[src/rtl/writeback_stage.sv]
// RV32I writeback stage: selects ALU / load / PC+4 result and drives the register-file write port.
// Loads stall the stage in WAIT_MEM until data arrives or the timeout abandons them.
//
// state    | meaning
// ---------+-----------------------------------------------------------
// IDLE     | ready for a new instruction; non-loads retire the next cycle
// WAIT_MEM | load accepted, waiting for memrvalid_i or timeout
module writeback_stage #(
    parameter int DWIDTH   = 32,
    parameter int TIMEOUT  = 16,
    parameter int CNTWIDTH = 32
) (
    input  logic                clk,
    input  logic                rst,
    input  logic                valid_i,
    output logic                ready_o,
    input  logic [DWIDTH-1:0]   pc_i,
    input  logic [DWIDTH-1:0]   alu_res_i,
    input  logic [4:0]          rd_i,
    input  logic                regwren_i,
    input  logic [1:0]          wbsel_i,
    input  logic [2:0]          funct3_i,
    input  logic [DWIDTH-1:0]   memrdata_i,
    input  logic                memrvalid_i,
    output logic [4:0]          rf_rd_o,
    output logic [DWIDTH-1:0]   rf_data_o,
    output logic                rf_wren_o,
    output logic [CNTWIDTH-1:0] retired_o,
    output logic                err_o
);
    localparam int TW = $clog2(TIMEOUT + 1);

    typedef enum logic {S_IDLE, S_WAIT_MEM} state_t;

    state_t              r_state, w_state_nxt;
    logic                w_ready, w_accept, w_load_done, w_timeout;
    logic [TW-1:0]       r_tcnt;
    logic [4:0]          r_ld_rd;
    logic [2:0]          r_ld_funct3;
    logic [1:0]          r_ld_addr;
    logic                r_ld_wren;
    logic [4:0]          r_rf_rd;
    logic [DWIDTH-1:0]   r_rf_data;
    logic                r_rf_wren;
    logic [CNTWIDTH-1:0] r_retired;
    logic                r_err;
    logic [7:0]          w_byte;
    logic [15:0]         w_half;
    logic [DWIDTH-1:0]   w_load_data, w_exec_data;

    always_ff @(posedge clk) begin
        if (rst) r_state <= S_IDLE;
        else     r_state <= w_state_nxt;
    end

    always_comb begin
        w_state_nxt = r_state;
        w_ready     = 1'b0;
        w_accept    = 1'b0;
        w_load_done = 1'b0;
        w_timeout   = 1'b0;
        case (r_state)
            S_IDLE: begin
                w_ready = 1'b1;
                if (valid_i) begin
                    w_accept = 1'b1;
                    if (wbsel_i == 2'd1) w_state_nxt = S_WAIT_MEM;
                end
            end
            S_WAIT_MEM: begin
                // Data arriving on the final allowed cycle still wins over the timeout.
                if (memrvalid_i) begin
                    w_load_done = 1'b1;
                    w_state_nxt = S_IDLE;
                end else if (r_tcnt == TW'(TIMEOUT - 1)) begin
                    w_timeout   = 1'b1;
                    w_state_nxt = S_IDLE;
                end
            end
            default: w_state_nxt = S_IDLE;
        endcase
    end

    always_comb begin
        case (r_ld_addr)
            2'd0:    w_byte = memrdata_i[7:0];
            2'd1:    w_byte = memrdata_i[15:8];
            2'd2:    w_byte = memrdata_i[23:16];
            default: w_byte = memrdata_i[31:24];
        endcase
        w_half = r_ld_addr[1] ? memrdata_i[31:16] : memrdata_i[15:0];
        case (r_ld_funct3)
            3'b000:  w_load_data = {{(DWIDTH-8){w_byte[7]}}, w_byte};
            3'b100:  w_load_data = {{(DWIDTH-8){1'b0}}, w_byte};
            3'b001:  w_load_data = {{(DWIDTH-16){w_half[15]}}, w_half};
            3'b101:  w_load_data = {{(DWIDTH-16){1'b0}}, w_half};
            default: w_load_data = memrdata_i;
        endcase
        w_exec_data = (wbsel_i == 2'd2) ? (pc_i + DWIDTH'(4)) : alu_res_i;
    end

    always_ff @(posedge clk) begin
        if (rst) begin
            r_tcnt      <= '0;
            r_ld_rd     <= '0;
            r_ld_funct3 <= '0;
            r_ld_addr   <= '0;
            r_ld_wren   <= 1'b0;
            r_rf_rd     <= '0;
            r_rf_data   <= '0;
            r_rf_wren   <= 1'b0;
            r_retired   <= '0;
            r_err       <= 1'b0;
        end else begin
            r_rf_wren <= 1'b0;
            if (w_accept) begin
                if (wbsel_i == 2'd1) begin
                    r_ld_rd     <= rd_i;
                    r_ld_funct3 <= funct3_i;
                    r_ld_addr   <= alu_res_i[1:0];
                    r_ld_wren   <= regwren_i;
                    r_tcnt      <= '0;
                end else begin
                    r_rf_rd   <= rd_i;
                    r_rf_data <= w_exec_data;
                    r_rf_wren <= regwren_i && (rd_i != 5'd0);
                    r_retired <= r_retired + CNTWIDTH'(1);
                end
            end
            if (w_load_done) begin
                r_rf_rd   <= r_ld_rd;
                r_rf_data <= w_load_data;
                r_rf_wren <= r_ld_wren && (r_ld_rd != 5'd0);
                r_retired <= r_retired + CNTWIDTH'(1);
            end
            // An abandoned load still counts as retired but never writes.
            if (w_timeout) begin
                r_err     <= 1'b1;
                r_retired <= r_retired + CNTWIDTH'(1);
            end else if (r_state == S_WAIT_MEM && !memrvalid_i) begin
                r_tcnt <= r_tcnt + TW'(1);
            end
        end
    end

    assign ready_o   = w_ready;
    assign rf_rd_o   = r_rf_rd;
    assign rf_data_o = r_rf_data;
    assign rf_wren_o = r_rf_wren;
    assign retired_o = r_retired;
    assign err_o     = r_err;
endmodule

[config.mk]
export PLATFORM = sky130hd
export DESIGN_NAME = writeback_stage
export DESIGN_NICKNAME = d
export VERILOG_FILES = /design/src/rtl/writeback_stage.sv
export SDC_FILE = /design/constraint.sdc
export NUM_CORES = 1
export LEC_CHECK = 0
export CAP_MARGIN = 20
export CORE_MARGIN = 2
export CORE_UTILIZATION = 31
export DETAILED_ROUTE_END_ITERATION = 6
export GPL_TIMING_DRIVEN = 0
export MAX_ROUTING_LAYER = met4
export PLACE_DENSITY_LB_ADDON = 0.08
export RECOVER_POWER = 25
export SYNTH_ARGS = -nofsm -noshare
export SYNTH_HDL_FRONTEND = slang
export SYNTH_SLANG_ARGS = --single-unit
[constraint.sdc]
create_clock -name clk -period 3.65 [get_ports clk]
set_clock_uncertainty 0.2 [all_clocks]
set_input_delay 1.095 -clock clk [delete_from_list [all_inputs] [get_ports clk]]
set_output_delay 1.095 -clock clk [all_outputs]
set_load 0.02 [all_outputs]
==> key figures, run 1 <==
Timing
  – Hold violation total from the final report: 0
  – Count of endpoints failing setup in the final report: 0
  – Clock period minus final worst setup slack: 3490 ps
  – Worst path setup slack after routing: 158 ps
  – RSZ-0062 raised after global routing: no
  – Final period utilization: 0.957
  – Slew HR: 0.504
  – Worst Max-Slew Pin Slew: 736 ps
  – Final slew viol count: 0
  – Max Freq: 286 MHz

Placement
  – Port Buf Inserts: 181
  – Total half-perimeter wirelength after legalization and detailed placement: 17,000 um
  – RePlAce Congestion: 0.969
  – Setup WS pre-CTS: -342 ps
  – Number of placed instances with taps included: 1,092

Critical path
  – Arrival time reported for the critical path endpoint: 3490 ps
  – Kind of critical path: input pin to flip-flop
  – Worst-case reg-to-reg path depth: 9
  – Buffering stage count on the worst path with inverters included: 1
  – Worst Setup End Kind: flip-flop
  – Kind of launch point of the worst setup path: input pin
  – Delay of the slowest critical-path stage: 550 ps
  – Capture point of the worst path: rf_data_o[22]
  – R2r endpoint: retired_o[28]
  – Cell-by-cell trace of the critical path: clkdlybuf4s50_1 > ha_1 > nand3_1 > nor4_4 > a21oi_1 > o31ai_1 > o32ai_1
  – CP Depth: 7
  – Worst-path maximum fanout: 6
  – Delay-heaviest family, CP: compound AO/OA/AOI/OAI gates
  – Cell with the largest stage delay on the worst path: clkdlybuf4s50_1
  – Required time of the critical path: 3650 ps
  – R2r startpoint: r_tcnt[0]
  – Flop-to-flop setup slack: 850 ps
  – Timing startpoint of the critical path: pc_i[2]

CTS
  – Number of buffers on the longest clock path: 2
  – Hold buffer count at cts: 0
  – CTS root buffer: clkbuf_16
  – Cts bufs inserted: 9
  – Clock sink count: 88
  – # H-tree levels: 3
  – CTS clock-pin slew for the worst setup and hold paths: 60 ps
  – Setup repair bufs after CTS: 0
  – Clock tree from TritonCTS: built
  – Clock latency reported for the late side of the worst-skew pair: 350 ps
  – Count of instances resized after the clock tree is built: 0

Drt
  – Vias per cell: 5.58
  – Final wirelength: 21,800 um
  – Remaining routing DRC violations: 0
  – Number of iterations in the first detailed-routing pass: 5
  – Average detailed-routed wire length per instance: 19.7 um
  – Final ANT Viol Nets: 0
  – Initial drt markers: 433
  – Total via count in the routed design: 6,178

Global route
  – Global routing usage summed across all routing layers: 0.246
  – Global-route wire length before repair: 33,100 um
  – Number of global-route vias before repair: 5,866
  – Remaining global-route overflow: 0
  – Number of antenna violations at the first check in global routing: 0
  – Pin count of the biggest net entering global routing: 15

Synth
  – Fraction of the mapped netlist area in adder cells: 0.00962
  – Yosys warning count: 0
  – Synth Area in Compound Gates: 0.219
  – Total of flip-flops plus latches after synthesis: 88
  – Synth top area cells: dfxtp_1 34%, nand2_1 6.1%, a21oi_1 5.9%
  – Cell taking the most area after synthesis: dfxtp_1
  – Number of cells produced by synthesis: 691
  – Ys async rst share: 0
  – Xor/xnor cell area share of the yosys netlist: 0.0656
  – Post-synth net total: 806
  – Synth cell count leaders: 88 x dfxtp_1, 84 x nand2_1, 69 x nor2_1
  – Post-synth EDFFs: 0
  – Mean instance size in the synthesized netlist: 7.53 sq um
  – Dominant combinational cell family by area after synthesis: simple AND/OR/NAND/NOR gates
  – Dominant cell by count in the synthesized netlist: dfxtp_1
  – Fraction of synthesized cell area taken by the top area cell type: 0.338
  – Library cells used by synthesis: 58
  – Sequential share of the synthesized area: 0.338
  – Post-Synth Simple-Gate Area: 0.300
  – Synth Flop Type: dfxtp_1
  – Portion of netlist area occupied by mux cells: 0.0212
  – Syn Std Cell Area: 0.00520 sq mm

Min path
  – Type of the tightest min-delay check: flip-flop to flip-flop

Die
  – Site Rows: 47
  – Die Footprint: 0.0178 sq mm
  – Chip width: 134 um
  – Ports placed on the boundary: 183
  – Starting Density: 0.315
  – Total core area: 0.0165 sq mm
  – Die extent in y: 134 um

Power and ir drop
  – Pleak: 2.62 nW
  – Peak supply drop: 0.000183 V
  – PD cells: 343 mW/mm^2

Cells and area
  – Relative area change from synthesis to final layout: 46.5%
  – Fraction of final layout cells with drive strength greater than 1: 0.0417
  – Number of antenna repair diodes: 0
  – Post-route core utilization: 0.461
  – Post-route insts no fill: 1,107
  – Post-layout net count: 998

Run status
  – Run status: finished, final reports clean

Run
  – Max-capacitance violation count: 0
-- sequential cells by signal (all words and copies together), names as in the netlist --
name and flops:
err_o 1, r_state 1, retired_o 32, r_ld_addr 2
r_ld_rd 5, rf_wren_o 1, r_tcnt 5, rf_data_o 32
rf_rd_o 5, r_ld_wren 1, r_ld_funct3 3
-- final cells by class --
class                   count  area [sq um]
fillers                  1642          8900
multi-input cells         543          3210
repair buffers            181          1810
flip-flops and latches     88          1760
well taps                 220           275
clock buffers              11           243
plain buffers              42           178
clock inverters             4          77.6
inverters                  18          67.6
-- through the flow --
step           setup TNS [ps]  total power [mW]  cell area [sq um]  hold slack (ps)
6_report                    0              2.61               7620              266
5_1_grt                     0              2.70               7620              287
4_1_cts                     0              2.64               7610              271
3_5_place_dp            -1900              1.62               7290              255
3_3_place_gp            -1330              1.61               7290              253
2_1_floorplan               0              1.30               5200              231
-- cell usage in the layout (no fill, tap or decap), drive strengths merged, types with 3 or more instances in the layout --
master,n
or4,7
and4,4
dlygate4sd3,34
a221o,4
xnor2,27
nand2,84
a31oi,6
o22ai,4
o21ai,28
a22oi,3
inv,19
nand2b,5
and3,7
nor2,69
nor2b,7
xor2,12
a221oi,12
nand3,26
o21bai,3
o21a,5
clkdlybuf4s50,147
or3,24
nor4,17
mux2,6
nand4,17
a211oi,17
buf,10
a2111oi,6
clkbuf,43
nor3b,3
o31ai,7
a21oi,61
nor3,41
ha,4
dfxtp,88
a21o,3
-- power breakdown --
part,total (mW),internal [mW],switching [mW]
sequential,1.03,1.01,0.0289
combinational,0.557,0.256,0.301
clock,1.02,0.619,0.404
-- metal layers --
layer / vias to the layer above / routed length (um) / track usage
met5: - / 0 / -
met4: 0 / 643 / 0.0892
met3: 42 / 1830 / 0.0472
met2: 295 / 9870 / 0.375
met1: 2912 / 9470 / 0.325
li1: 2929 / - / -
-- cell families after synthesis --
kind of cell / count (synthesis)
multiplexers: 9
buffers and inverters: 60
AND/OR/NAND/NOR: 316
flip-flops: 88
XOR/XNOR: 39
adder cells (fa/ha/maj): 4
AO/OA/AOI/OAI: 175
-- how the worst min path moves through the flow --
stage          cells after the start           from  slack [ps]       endpoint
4_1_cts                            2     r_ld_rd[3]         270     r_ld_rd[3]
6_report                           1  rf_data_o[25]         270  rf_data_o[25]
2_1_floorplan                      1      r_tcnt[3]         230      r_tcnt[3]
3_3_place_gp                       1      r_tcnt[3]         250      r_tcnt[3]
3_5_place_dp                       1  rf_data_o[25]         260  rf_data_o[25]
5_1_grt                            1  rf_data_o[25]         290  rf_data_o[25]
Note: power is estimated with default switching activity, not from simulation.
==> run 2: changes to the inputs <==
--- a/config.mk
+++ b/config.mk
@@ -8,6 +8,7 @@
 export CAP_MARGIN = 20
 export CORE_MARGIN = 2
 export CORE_UTILIZATION = 31
+export CTS_BUF_LIST = sky130_fd_sc_hd__clkbuf_8 sky130_fd_sc_hd__clkbuf_16
 export DETAILED_ROUTE_END_ITERATION = 6
 export GPL_TIMING_DRIVEN = 0
 export MAX_ROUTING_LAYER = met4
==> key figures, run 2 (synthesized netlist as in run 1, its figures left out) <==
Critical path
  – Kind of launch point of the worst setup path: input pin
  – Delay-heaviest family, CP: compound AO/OA/AOI/OAI gates
  – Buffering stage count on the worst path with inverters included: 1 (unchanged)
  – Kind of critical path: input pin to flip-flop
  – Flop-to-flop setup slack: 870 ps (+20 ps)
  – Delay of the slowest critical-path stage: 550 ps (about the same)
  – Worst-path maximum fanout: 6 (unchanged)
  – Worst Setup End Kind: flip-flop
  – R2r startpoint: r_tcnt[0]
  – Cell with the largest stage delay on the worst path: clkdlybuf4s50_1
  – Required time of the critical path: 3650 ps (about the same)
  – R2r endpoint: retired_o[28]
  – Worst-case reg-to-reg path depth: 9 (unchanged)
  – Cell-by-cell trace of the critical path: clkdlybuf4s50_1 > ha_1 > nand3_1 > nor4_4 > a21oi_1 > o31ai_1 > o32ai_1
  – Arrival time reported for the critical path endpoint: 3500 ps (about the same)

Timing
  – Worst Max-Slew Pin Slew: 735 ps (-1.23 ps)
  – Max Freq: 286 MHz (-0.17%)
  – Hold violation total from the final report: 0 (unchanged)
  – Slew HR: 0.510 (+0.00601)
  – Count of endpoints failing setup in the final report: 0 (unchanged)
  – Clock period minus final worst setup slack: 3500 ps (+5.81 ps)
  – RSZ-0062 raised after global routing: no
  – Final slew viol count: 0 (unchanged)
  – Final period utilization: 0.958 (+0.00159)
  – Worst path setup slack after routing: 153 ps (-5.81 ps)
  – Total negative slack: 0 ps (unchanged)

CTS
  – Cts bufs inserted: 9 (unchanged)
  – Number of buffers on the longest clock path: 2 (unchanged)
  – Count of instances resized after the clock tree is built: 0 (unchanged)
  – Clock tree from TritonCTS: built
  – Hold buffer count at cts: 0 (unchanged)
  – Clock latency reported for the late side of the worst-skew pair: 340 ps (about the same)
  – # H-tree levels: 3 (unchanged)
  – CTS root buffer: clkbuf_16
  – Clock sink count: 88 (unchanged)
  – Setup repair bufs after CTS: 0 (unchanged)
  – CTS clock-pin slew for the worst setup and hold paths: 60 ps (about the same)

Power and ir drop
  – Switching power: 730 uW (-0.43%)
  – Pleak: 2.63 nW (+0.16%)
  – Relative contribution of combinational cells to total power: 0.213 (about the same)
  – PD cells: 342 mW/mm^2 (-0.23%)
  – Switching Fraction: 0.280 (-0.000567)
  – Power share of the clock group: 0.390 (-0.002)
  – Peak supply drop: 0.000183 V (about the same)
  – Register share of total power: 0.396 (about the same)
  – Internal power of the cells: 1.88 mW (-0.15%)
  – Total power: 2.61 mW (-0.23%)

Drt
  – Remaining routing DRC violations: 0 (unchanged)
  – Final wirelength: 21,900 um (+0.17%)
  – Initial drt markers: 456 (+5.3%)
  – Vias per cell: 5.57 (-0.11%)
  – Total via count in the routed design: 6,171 (-0.11%)
  – Final ANT Viol Nets: 0 (unchanged)
  – Average detailed-routed wire length per instance: 19.7 um (+0.17%)
  – Number of iterations in the first detailed-routing pass: 5 (unchanged)

Cells and area
  – Number of antenna repair diodes: 0 (unchanged)
  – Area used by multi-input combinational logic: 0.00321 sq mm (unchanged)
  – Number of fill cells in the layout: 1,642 (unchanged)
  – Fraction of final layout cells with drive strength greater than 1: 0.0417 (unchanged)
  – Post-route core utilization: 0.461 (unchanged)
  – Post-layout net count: 998 (unchanged)
  – Non-Filler Cell Area, Final: 0.00762 sq mm (unchanged)
  – Most common library cell in the layout ignoring fill and taps: clkdlybuf4s50_1
  – Relative area change from synthesis to final layout: 46.5% (unchanged)
  – Sequential Area: 0.00176 sq mm (unchanged)
  – Commonest cells after routing, fill and taps aside: 147 x clkdlybuf4s50_1, 88 x dfxtp_1, 84 x nand2_1

Die
  – Die extent in y: 134 um (unchanged)
  – Ports placed on the boundary: 183 (unchanged)
  – Total core area: 0.0165 sq mm (unchanged)
  – Site Rows: 47 (unchanged)
  – Die Footprint: 0.0178 sq mm (unchanged)
  – Chip width: 134 um (unchanged)
  – Starting Density: 0.315 (unchanged)

Global route
  – Number of antenna violations at the first check in global routing: 0 (unchanged)
  – Global routing usage summed across all routing layers: 0.246 (unchanged)
  – Global-route wire length before repair: 33,100 um (unchanged)
  – Pin count of the biggest net entering global routing: 15 (unchanged)
  – Number of global-route vias before repair: 5,866 (unchanged)
  – Remaining global-route overflow: 0 (unchanged)

Min path
  – Type of the tightest min-delay check: flip-flop to flip-flop
  – Min-Delay Endpoint: rf_data_o[25]
  – Critical hold path startpoint: rf_data_o[25]
  – Number of instances on the worst hold path: 1 (unchanged)

Placement
  – Placed Area: 0.00729 sq mm (unchanged)
  – Port Buf Inserts: 181 (unchanged)
  – Total half-perimeter wirelength after legalization and detailed placement: 17,000 um (unchanged)
  – RePlAce Congestion: 0.969 (unchanged)
  – Setup WS pre-CTS: -342 ps (unchanged)

Run
  – Max-capacitance violation count: 0 (unchanged)

Run status
  – Run status: finished, final reports clean
## run 2: cell types whose count changed in the layout (fill, tap and decap cells not counted)
cell,previous run,this run
clkbuf_1,32,31
inv_1,17,18
## run 2: power groups by stage
stage / registers, mW / logic [mW] / clock network (mW)
2_1_floorplan: 1.10 / 0.201 / 0
3_3_place_gp: 1.06 / 0.556 / 0
3_5_place_dp: 1.06 / 0.560 / 0
4_1_cts: 1.03 / 0.563 / 1.04
5_1_grt: 1.04 / 0.592 / 1.07
6_report: 1.03 / 0.557 / 1.02
## run 2: area by class of cell
class / instances / area share
multi-input combinational: 543 / 0.421
timing repair buffer: 181 / 0.238
sequential: 88 / 0.231
tap: 220 / 0.0361
clock buffer: 10 / 0.0313
buffer: 42 / 0.0233
clock inverter: 5 / 0.0107
inverter: 18 / 0.00886
## run 2: how the worst max path moves through the flow
stage / start / end / slack (ps) / cells after the start
2_1_floorplan: valid_i / retired_o[23] / 840 / 7
3_3_place_gp: pc_i[2] / rf_data_o[22] / -310 / 7
3_5_place_dp: memrvalid_i / rf_data_o[20] / -340 / 7
4_1_cts: memrvalid_i / rf_data_o[20] / 4 / 7
5_1_grt: pc_i[2] / rf_data_o[22] / 30 / 7
6_report: pc_i[2] / rf_data_o[22] / 150 / 7
## run 2: metrics by stage
stage	std cells	hold slack (ps)
global route	1107	287
finish	1107	266
detailed placement	1092	255
CTS	1107	271
floorplan	691	231
global placement	1092	253
## run 2: layer usage
metal  wire, um  part of all wire  global-route usage
met1       9370              0.43               0.325
met2       9930              0.45               0.375
met3       1860             0.085              0.0472
met4        699             0.032              0.0892
met5          0                 0                   -
